$ cat config.mk
export PLATFORM = sky130hd
export DESIGN_NAME = logic_gate_unit
export DESIGN_NICKNAME = d
export VERILOG_FILES = /design/src/rtl/logic_gate_unit.sv
export SDC_FILE = /design/constraint.sdc
export NUM_CORES = 1
export LEC_CHECK = 0
export ABC_AREA = 1
export BUFFER_PORTS_ARGS = -buffer_cell sky130_fd_sc_hd__buf_2
export CAP_MARGIN = 40
export CORE_MARGIN = 2
export CORE_UTILIZATION = 30
export DETAILED_ROUTE_END_ITERATION = 12
export PLACE_DENSITY = 0.6
export SYNTH_ARGS = -nofsm -noshare
export SYNTH_HDL_FRONTEND = slang
export SYNTH_SLANG_ARGS = --single-unit
$ cat constraint.sdc
create_clock -name clk_i -period 2.2 [get_ports clk_i]
set_clock_uncertainty 0.1 [all_clocks]
set_input_delay 0.55 -clock clk_i [delete_from_list [all_inputs] [get_ports clk_i]]
set_output_delay 0.55 -clock clk_i [all_outputs]
set_load 0.02 [all_outputs]
$ cat src/rtl/logic_gate_unit.sv
// Registered bitwise gate unit with valid/ready handshake and a built-in
// truth-table sweep engine that captures a 32-bit signature of all eight gates.
module logic_gate_unit #(
    parameter int unsigned WIDTH = 8
) (
    input  logic             clk_i,
    input  logic             rst_ni,
    input  logic [2:0]       op_i,
    input  logic [WIDTH-1:0] A_i,
    input  logic [WIDTH-1:0] B_i,
    input  logic             valid_i,
    output logic             ready_o,
    output logic [WIDTH-1:0] F_o,
    output logic             valid_o,
    input  logic             ready_i,
    input  logic             start_i,
    output logic             busy_o,
    output logic             sweep_done_o,
    output logic [31:0]      sweep_tt_o
);

    localparam logic [1:0] StIdle  = 2'd0;
    localparam logic [1:0] StSweep = 2'd1;
    localparam logic [1:0] StDone  = 2'd2;

    localparam logic [4:0] CntLast = 5'd31;

    logic [1:0]       state_q, state_d;
    logic [4:0]       cnt_q, cnt_d;
    logic [WIDTH-1:0] f_q, f_d;
    logic             valid_q, valid_d;
    logic [31:0]      tt_q, tt_d;

    logic             is_idle;
    logic             accept;
    logic             consume;
    logic             start_go;
    logic             sweep_bit;

    function automatic logic gate_bit(input logic [2:0] op, input logic a, input logic b);
        logic r;
        unique case (op)
            3'd0: r = ~(a & b);
            3'd1: r = a & b;
            3'd2: r = a | b;
            3'd3: r = ~(a | b);
            3'd4: r = a ^ b;
            3'd5: r = ~(a ^ b);
            3'd6: r = ~a;
            3'd7: r = a;
            default: r = 1'b0;
        endcase
        return r;
    endfunction

    function automatic logic [WIDTH-1:0] gate_fn(input logic [2:0]       op,
                                                 input logic [WIDTH-1:0] a,
                                                 input logic [WIDTH-1:0] b);
        logic [WIDTH-1:0] r;
        for (int unsigned i = 0; i < WIDTH; i++) begin
            r[i] = gate_bit(op, a[i], b[i]);
        end
        return r;
    endfunction

    assign is_idle = (state_q == StIdle);
    assign ready_o = is_idle && (!valid_q || ready_i);
    assign accept  = valid_i && ready_o;
    assign consume = is_idle && valid_q && ready_i;

    // An operand accepted on the same edge wins over a sweep request, so a
    // sweep never starts with a result pending on the output.
    assign start_go = is_idle && start_i && !valid_q && !accept;

    // Operands are replicated across the word, so bit 0 alone decides the result.
    assign sweep_bit = gate_bit(cnt_q[4:2], cnt_q[0], cnt_q[1]);

    always_comb begin
        state_d = state_q;
        cnt_d   = cnt_q;
        f_d     = f_q;
        valid_d = valid_q;
        tt_d    = tt_q;

        case (state_q)
            StIdle: begin
                if (accept) begin
                    f_d     = gate_fn(op_i, A_i, B_i);
                    valid_d = 1'b1;
                end else if (consume) begin
                    valid_d = 1'b0;
                end
                if (start_go) begin
                    state_d = StSweep;
                    cnt_d   = 5'd0;
                    tt_d    = 32'd0;
                end
            end
            StSweep: begin
                tt_d[cnt_q] = sweep_bit;
                cnt_d       = cnt_q + 5'd1;
                if (cnt_q == CntLast) begin
                    state_d = StDone;
                end
            end
            StDone: begin
                state_d = StIdle;
            end
            default: begin
                state_d = StIdle;
            end
        endcase
    end

    always_ff @(posedge clk_i or negedge rst_ni) begin
        if (!rst_ni) begin
            state_q <= StIdle;
            cnt_q   <= 5'd0;
            f_q     <= '0;
            valid_q <= 1'b0;
            tt_q    <= 32'd0;
        end else begin
            state_q <= state_d;
            cnt_q   <= cnt_d;
            f_q     <= f_d;
            valid_q <= valid_d;
            tt_q    <= tt_d;
        end
    end

    assign F_o          = f_q;
    assign valid_o      = valid_q;
    assign busy_o       = (state_q == StSweep);
    assign sweep_done_o = (state_q == StDone);
    assign sweep_tt_o   = tt_q;

endmodule

Word level (Yosys, flattened, before mapping) --
Index checks and enable logic that the tools add are counted.
Word-level totals: register bits 48, input port bits 24, output and inout port bits 44, logic and storage cells 131
Cells by class: add/subtract/negate cells 1, $lt $le $gt $ge 2, equal/unequal tests 19, multiplexer cells 21, bitwise operators 63, reduce and logical (&&, ||, !) cells 20
Operator list (number):
- 1-bit case mux with 8 select lines | 9
- 32-bit case mux with 2 select lines | 1
- 1-bit NOT | 36
- 32-bit bitwise mux | 1
- 32-bit two-way mux | 1
- 3-bit equality test, second input constant | 8
- 3-bit by 2-bit equality test with 1-bit output, second input constant | 4
- 5-bit case mux with 2 select lines | 1
- 1-bit AND | 9
- 1-bit OR | 9
- 1-bit XOR | 9
- 1-bit logical AND | 8
- 2-bit AND reduction | 4
- 3-bit by 1-bit equality test with 1-bit output, second input constant | 2
- 3-bit zero test | 2
- 5-bit by 6-bit < comparator with 1-bit output, second input constant | 1
- 5-bit by 1-bit adder with 5-bit output, second input constant | 1
- 1-bit demux with 5-bit select | 1
- 5-bit equality test, second input constant | 1
- 5-bit by 1-bit >= comparator with 1-bit output, second input constant | 1
- 5-bit two-way mux | 1
- 2-bit two-way mux | 2
- 2-bit by 1-bit inequality test with 1-bit output, second input constant | 2
- 2-bit case mux with 2 select lines | 1
- other kinds (7) | 11

Depth between registers and ports, before layout --
Gate-level depths: netlist of run 1.
depth in word-level cells 8, mapped depth 10

Worst setup path after synthesis of run 1 --
OpenSTA, ideal clock, no wires.
kind register -> register, start point register cnt_q[0], end point register tt_q[22], in the netlist sweep_tt_o[22], data arrival time 1.387 ns, setup slack 0.595 ns, stages on the path, launching flop included 10, buffers on the path 1, path through dfrtp_1 > inv_1 > ha_1 > nand3_1 > nand2_1 > nor2_2 > nand2_4 > buf_8 > nand3_1 > nand2_1
On the way: cells in the longest elaborated chain, start to end 6
Ends and longest elaborated chain:
- start: declaration | RTL line 29 | logic [4:0] cnt_q, cnt_d;
- start signal: assignment | RTL line 124 | cnt_q <= cnt_d;
- 5-bit by 6-bit < comparator with 1-bit output (not written as such) / 5-bit by 1-bit >= comparator with 1-bit output (equally long branches) | RTL line 100 | tt_d[cnt_q] = sweep_bit;
- 1-bit logical AND (not written as such) | RTL line 100
- 1-bit two-way mux (not written as such) | RTL line 100
- 1-bit demux with 5-bit select | RTL line 100
- 32-bit bitwise mux * | RTL line 100
- 32-bit case mux with 2 select lines * | RTL line 85 | case (state_q)
- end signal: assignment | RTL line 127 | tt_q <= tt_d;
- end: declaration | RTL line 32 | logic [31:0] tt_q, tt_d;
Every way passes the cells marked *; elsewhere a longest branch is shown, timed or not. A chain may end at the register's enable or synchronous reset.

Worst setup path in the final report of run 1 --
start point register state_q[1], end point output busy_o
On the way: cells in the longest elaborated chain, start to end 1
Ends and longest elaborated chain:
- start: declaration | RTL line 28 | logic [1:0] state_q, state_d;
- start signal: assignment | RTL line 117 | state_q <= StIdle;
- start signal: assignment | RTL line 123 | state_q <= state_d;
- 2-bit by 1-bit equality test with 1-bit output | RTL line 133 | assign busy_o = (state_q == StSweep);
- end: declaration | RTL line 17 | output logic busy_o,
No other way between the ends.

==> results of run 1 <==
layout make-up:
class	instances	area [sq um]	area share, %
clock buffers	5	125	3.14
multi-input cells	340	1800	45.2
well taps	140	175	4.40
inverters	64	240	6.03
flip-flops and latches	48	1200	30.2
clock inverters	3	46.3	1.16
repair buffers	75	395	9.93
where the power goes:
group	switching [W]	internal, W	leakage, nW
Sequential	0.000296	0.00123	0.625
Clock	0.000344	0.000540	0.0804
Combinational	0.00163	0.000736	1.64
Total	0.00227	0.00250	2.34
metrics by stage:
| stage | total power, W | hold slack (ps) | instance area [sq um] | setup slack [ps] | utilization [%] |
|---|---|---|---|---|---|
| after floorplan | 0.00331 | 154 | 3390 | 595 | - |
| after CTS | 0.00483 | 94.9 | 3980 | 272 | 36.4 |
| after global routing | 0.00518 | 110 | 3980 | 179 | 36.4 |
| after global placement | 0.00390 | 365 | 3810 | 167 | 34.9 |
| final | 0.00478 | 91.7 | 3980 | 284 | 36.4 |
| after detailed placement | 0.00392 | 364 | 3810 | 188 | 34.9 |
worst max path at each step:
stage          slack (ps)                    from                         end
2_1_floorplan         600    cnt_q[0]$_DFFE_PN0P_  sweep_tt_o[22]$_DFFE_PN0P_
3_3_place_gp          170                 op_i[0]          F_o[3]$_DFFE_PN0P_
4_1_cts               270  state_q[1]$_DFFE_PN0P_                      busy_o
5_1_grt               180    cnt_q[0]$_DFFE_PN0P_  sweep_tt_o[13]$_DFFE_PN0P_
3_5_place_dp          190                 op_i[0]          F_o[3]$_DFFE_PN0P_
6_report              280  state_q[1]$_DFFE_PN0P_                      busy_o
cells in the final DEF (no fill, tap or decap):
master / count
a21oi_1: 8
buf_2: 67
buf_4: 8
bufinv_16: 1
clkbuf_16: 5
clkinv_1: 1
clkinvlp_4: 1
dfrtp_1: 48
ha_1: 21
inv_1: 58
inv_2: 5
inv_6: 1
nand2_1: 121
nand2_2: 3
nand2_4: 4
nand3_1: 60
nand3_2: 4
nand3b_1: 10
nand4_1: 24
nor2_1: 50
nor2_2: 2
nor2_4: 4
nor3_4: 2
o21ai_0: 25
o21ai_1: 2
flip-flops by register name, summed over array words and instances, names as in the netlist:
| signal | count |
|---|---|
| sweep_tt_o | 32 |
| cnt_q | 5 |
| state_q | 2 |
| valid_o | 1 |
| F_o | 8 |
logic make-up (layout without fill, tap and decap cells):
group	Yosys count	in the layout	share of synthesized area, %
adder cells (fa/ha/maj)	21	21	7.74
AO/OA/AOI/OAI	35	35	5.16
AND/OR/NAND/NOR	284	284	40.1
flip-flops	48	48	35.4
buffers and inverters	83	147	11.6
worst reg2reg max path, delay by kind of cell, from the launching register on:
family | cells | cell delay [ps]
adders and majority gates | 1 | 280
and+or+nand+nor | 6 | 680
buffers and inverters | 2 | 270
DFF | 1 | 430
per-layer routing:
layer | up-vias | GRT usage (%)
met1 | 1542 | 21.1
met4 | 0 | 4.29
li1 | 1644 | -
met2 | 64 | 24.6
met5 | - | 0
met3 | 12 | 2.06
==> impl_results.md, run 1 <==
* Outcome: completed
* Tot GR Track Use at 15.1%
* CP arrival at 1270 ps
* Finished Layout Cells at 675
* Layout area overhead at 17.4%
* Worst R2R Setup Slack at 340 ps
* Synth area leaders: dfrtp_1 35%, nand2_1 13%, nand3_1 8.8%
* Crit Reg-Reg Startpoint: cnt_q[0]$_DFFE_PN0P_
* Worst min-delay path class: in -> async
* Worst Tran Pin Value at 501 ps
* Synth Flop Type: dfrtp_1
* Most numerous cell in the Yosys netlist: nand2_1
* Max-slew violation count at 0
* Vias per inst at 4.83
* Req. time, crit path at 1550 ps
* CTS Sinks at 48
* First-pass iteration count of the detailed router at 5
* Total global routing overflow at 0
* PwrDens at 1200 mW/mm^2
* Antenna diodes at 0
* Initial Utilization at 31.0%
* Max stage delay on crit path at 360 ps
* Syn nets at 516
* Synth top cells by count: 121 x nand2_1, 60 x nand3_1, 58 x inv_1, 50 x nor2_1, 48 x dfrtp_1
* Worst Path Buf+Inv at 3
* Critical Path Fanout Max at 10
* Period utilization at 87.1%
* Met3 routed WL at 368 microns
* Initial DRC count at 236
* Die H at 110 microns
* VDD IR max at 0.517 mV
* Final setup viols at 0
* Root buf cell: clkbuf_16
* Die area at 0.0122 sq mm
* Pleak at 2.34 nW
* Ys Warns at 0
* CTS clk-pin slew, worst paths at 70 ps
* Mean post-synth cell area at 7.20 sq um
* Post-synth top area cell: dfrtp_1
* Part of the Yosys area used for sequential elements at 35.4%
* Synth Cell Area at 0.00339 sq mm
* Worst path cell trace: inv_1, nand2_2, inv_2, buf_2
* HPWL Detailed at 6400 microns
* Rel. slew slack at 66.6%
* Highest layer used for signal routing: met4
* Port bufs at 67
* Htree depth at 2
* Fill cells at 1169
* Placed insts at 667
* Max-cap violation count at 0
* Top Family by Delay on Critical Path: buffers and inverters
* RePlAce Congestion at 0.836
* Worst setup SP type: register
* Number of flops mapped to enable cells by yosys at 0
* Crit Reg-Reg Endpoint: sweep_tt_o[13]$_DFFE_PN0P_
* Crit. End Element: output port
* Min Clock Period, post-route at 1920 ps
* Number of global-route vias before repair at 3007
* Initial antenna violation count at 0
* CTS buffer count at 5
* First-pass GRT wire length at 14700 microns
* Skew-Pair Late Insertion Delay at 280 ps
* CTS resizes at 0
* Cells after synthesis at 471
* Vias at 3262
* Num rows at 38
* Number of remaining DRC errors at 0
* Hold Buf Count CTS at 0
* Die W at 110 microns
* Detail Route Antenna Nets at 0
* Yosys reg bits at 48
* Max clock buf depth at 2
* WL per Instance at 13.1 microns
* Synth cell types at 24
* Max Clock Freq at 0.522 GHz
* CP Class: reg -> out
* Core Region at 0.0109 sq mm
* Crit-path slowest cell: dfrtp_1
* Layout cells sized above 1 at 20.0%
* Async S/R FF share, synth at 100%
* RSZ-0062 raised after global routing: false
* Final Hold Viols at 0
* WL final at 8810 microns
* Final setup TNS at 0 ps
* Met2 WL at 4200 microns
* Largest net degree at the start of global routing at 34
* CTS tree: built
* Post-synth top area share at 35.4%
* Setup bufs post-CTS at 0
* Nets at 579
* I/O Pins at 68
* Critical path depth at 4
* Reg2Reg Depth at 9
* Met1 WL at 4100 microns
Note: power is estimated with default switching activity, not from simulation.
==> run 2: changes to the inputs <==
==> constraint.sdc (replaced) <==
create_clock -name clk_i -period 2.1 [get_ports clk_i]
set_clock_uncertainty 0.1 [all_clocks]
set_input_delay 0.525 -clock clk_i [delete_from_list [all_inputs] [get_ports clk_i]]
set_output_delay 0.525 -clock clk_i [all_outputs]
set_load 0.02 [all_outputs]
==> run 2 against run 1 <==
- clock power is 6.2% higher
- critical path depth stayed put
- sequential share of layout area is 0.057 points lower
- first-iteration DRC count is 8.1% lower
- cell count is 0.15% higher
- utilization is 0.069 points higher
- die area stayed put
- largest cell class unchanged
- highest routed layer unchanged
==> impl_results.md, run 2 (synthesis results as in run 1) <==
* Outcome: completed (unchanged)
* Met2 WL at 4150 microns (was 4200 microns)
* Vias per inst at 4.83 (about the same)
* Core Region at 0.0109 sq mm (unchanged)
* Die area at 0.0122 sq mm (unchanged)
* RePlAce Congestion at 0.884 (was 0.836)
* Post-route cell area at 0.00399 sq mm (was 0.00398 sq mm)
* Worst R2R Setup Slack at 250 ps (was 340 ps)
* RSZ-0062 raised after global routing: false (unchanged)
* Num rows at 38 (unchanged)
* CTS Sinks at 48 (unchanged)
* HPWL Detailed at 6530 microns (was 6400 microns)
* Max clock buf depth at 2 (unchanged)
* Min Clock Period, post-route at 1900 ps
* Met3 routed WL at 466 microns (was 368 microns)
* I/O Pins at 68 (unchanged)
* Reg area at 0.00120 sq mm (unchanged)
* Vias at 3265 (was 3262)
* Die W at 110 microns (unchanged)
* Commonest non-fill, non-tap cell in the layout: nand2_1 (unchanged)
* PwrDens at 1260 mW/mm^2 (was 1200 mW/mm^2)
* Initial DRC count at 217 (was 236)
* Largest net degree at the start of global routing at 27 (was 34)
* CTS tree: built (unchanged)
* Fill cells at 1162 (was 1169)
* CTS resizes at 0 (unchanged)
* Period utilization at 90.5%
* First-pass GRT wire length at 14600 microns (was 14700 microns)
* Final worst slack at 199 ps (was 284 ps)
* Commonest cells after routing, fill and taps aside: 121 x nand2_1, 67 x buf_2, 60 x nand3_1 (unchanged)
* Total global routing overflow at 0 (unchanged)
* Met1 WL at 4080 microns (was 4100 microns)
* Final setup TNS at 0 ps (unchanged)
* Worst min-delay path class: in -> async (unchanged)
* Setup bufs post-CTS at 0 (unchanged)
* VDD IR max at 0.537 mV (was 0.517 mV)
* Max-cap violation count at 0 (unchanged)
* Number of remaining DRC errors at 0 (unchanged)
* CTS clk-pin slew, worst paths at 70 ps (about the same)
* Port bufs at 67 (unchanged)
* Initial antenna violation count at 0 (unchanged)
* Largest register FFs at 32 (unchanged)
* WL per Instance at 13.0 microns (was 13.1 microns)
* Htree depth at 2 (unchanged)
* Hold Buf Count CTS at 0 (unchanged)
* Antenna diodes at 0 (unchanged)
* Core Util, Final at 36.5% (was 36.4%)
* WL final at 8820 microns (was 8810 microns)
* Pleak at 2.35 nW (was 2.34 nW)
* Req. time, crit path at 1470 ps (was 1550 ps)
* Layout area overhead at 17.6% (was 17.4%)
* Skew-Pair Late Insertion Delay at 290 ps (was 280 ps)
* DP Area at 0.00382 sq mm (was 0.00381 sq mm)
* CP Class: reg -> out (unchanged)
* CP arrival at 1280 ps (was 1270 ps)
* Number of global-route vias before repair at 3106 (was 3007)
* Multi-input gate area at 0.00180 sq mm (unchanged)
* Max Clock Freq at 0.526 GHz
* Crit. End Element: output port (unchanged)
* Worst setup SP type: register (unchanged)
* CTS buffer count at 5 (unchanged)
* Die H at 110 microns (unchanged)
* Initial Utilization at 31.0% (unchanged)
* Tot GR Track Use at 15.1% (about the same)
* Root buf cell: clkbuf_16 (unchanged)
* Worst Tran Pin Value at 445 ps (was 501 ps)
* Nets at 580 (was 579)
* Rel. slew slack at 70.3% (was 66.6%)
* Total power at 0.00501 W (was 0.00478 W)
* Final setup viols at 0 (unchanged)
* First-pass iteration count of the detailed router at 4 (was 5)
* Place WS at 224 ps (was 188 ps)
* Layout cells sized above 1 at 20.1% (was 20.0%)
* Critical Path Fanout Max at 10 (unchanged)
* Final Hold Viols at 0 (unchanged)
* Max-slew violation count at 0 (unchanged)
* Highest layer used for signal routing: met4 (unchanged)
* Detail Route Antenna Nets at 0 (unchanged)
## run 2: cell types whose count changed in the layout (fill, tap and decap cells not counted), sizes merged
cell / change
buf: +1
## run 2: worst max-delay path, cell delays in order (launching register included)
cell     delay, ps
dfrtp_1        370
inv_1           90
nand2_2        150
inv_2          180
buf_2          200
## run 2: final timing paths
path / from / endpoint / cells after the start
setup / recovery: state_q[1]$_DFFE_PN0P_ / busy_o / 4
hold / removal: rst_ni / sweep_tt_o[31]$_DFFE_PN0P_ / 2
setup reg to reg: cnt_q[0]$_DFFE_PN0P_ / sweep_tt_o[17]$_DFFE_PN0P_ / 9
hold reg to reg: F_o[1]$_DFFE_PN0P_ / F_o[1]$_DFFE_PN0P_ / 2
max in group asynchronous: rst_ni / F_o[5]$_DFFE_PN0P_ / 2
min in group clk_i: F_o[1]$_DFFE_PN0P_ / F_o[1]$_DFFE_PN0P_ / 2
## run 2: layout make-up
type                       instances  area share [%]
multi-input combinational        340            45.1
timing repair buffer              76            10.1
clock inverter                     3            1.16
sequential                        48            30.1
clock buffer                       5            3.14
inverter                          64            6.02
tap                              140            4.39
## run 2: report_power, final
group	internal, W	switching (W)	total (W)
clock network	0.000567	0.000372	0.000939
logic	0.000777	0.00170	0.00248
registers	0.00129	0.000305	0.00159
total	0.00263	0.00238	0.00501
## run 2: per-stage QoR
step / instances / hold WS, ps
floorplan: 471 / 129
global route: 676 / 140
finish: 676 / 113
CTS: 676 / 127
global placement: 668 / 364
detailed placement: 668 / 360
## run 2: per-layer routing
| metal | vias to the layer above | GRT usage (%) |
|---|---|---|
| li1 | 1643 | - |
| met1 | 1517 | 20.7 |
| met2 | 94 | 24.1 |
| met3 | 11 | 2.76 |
| met4 | 0 | 4.82 |
| met5 | - | 0 |
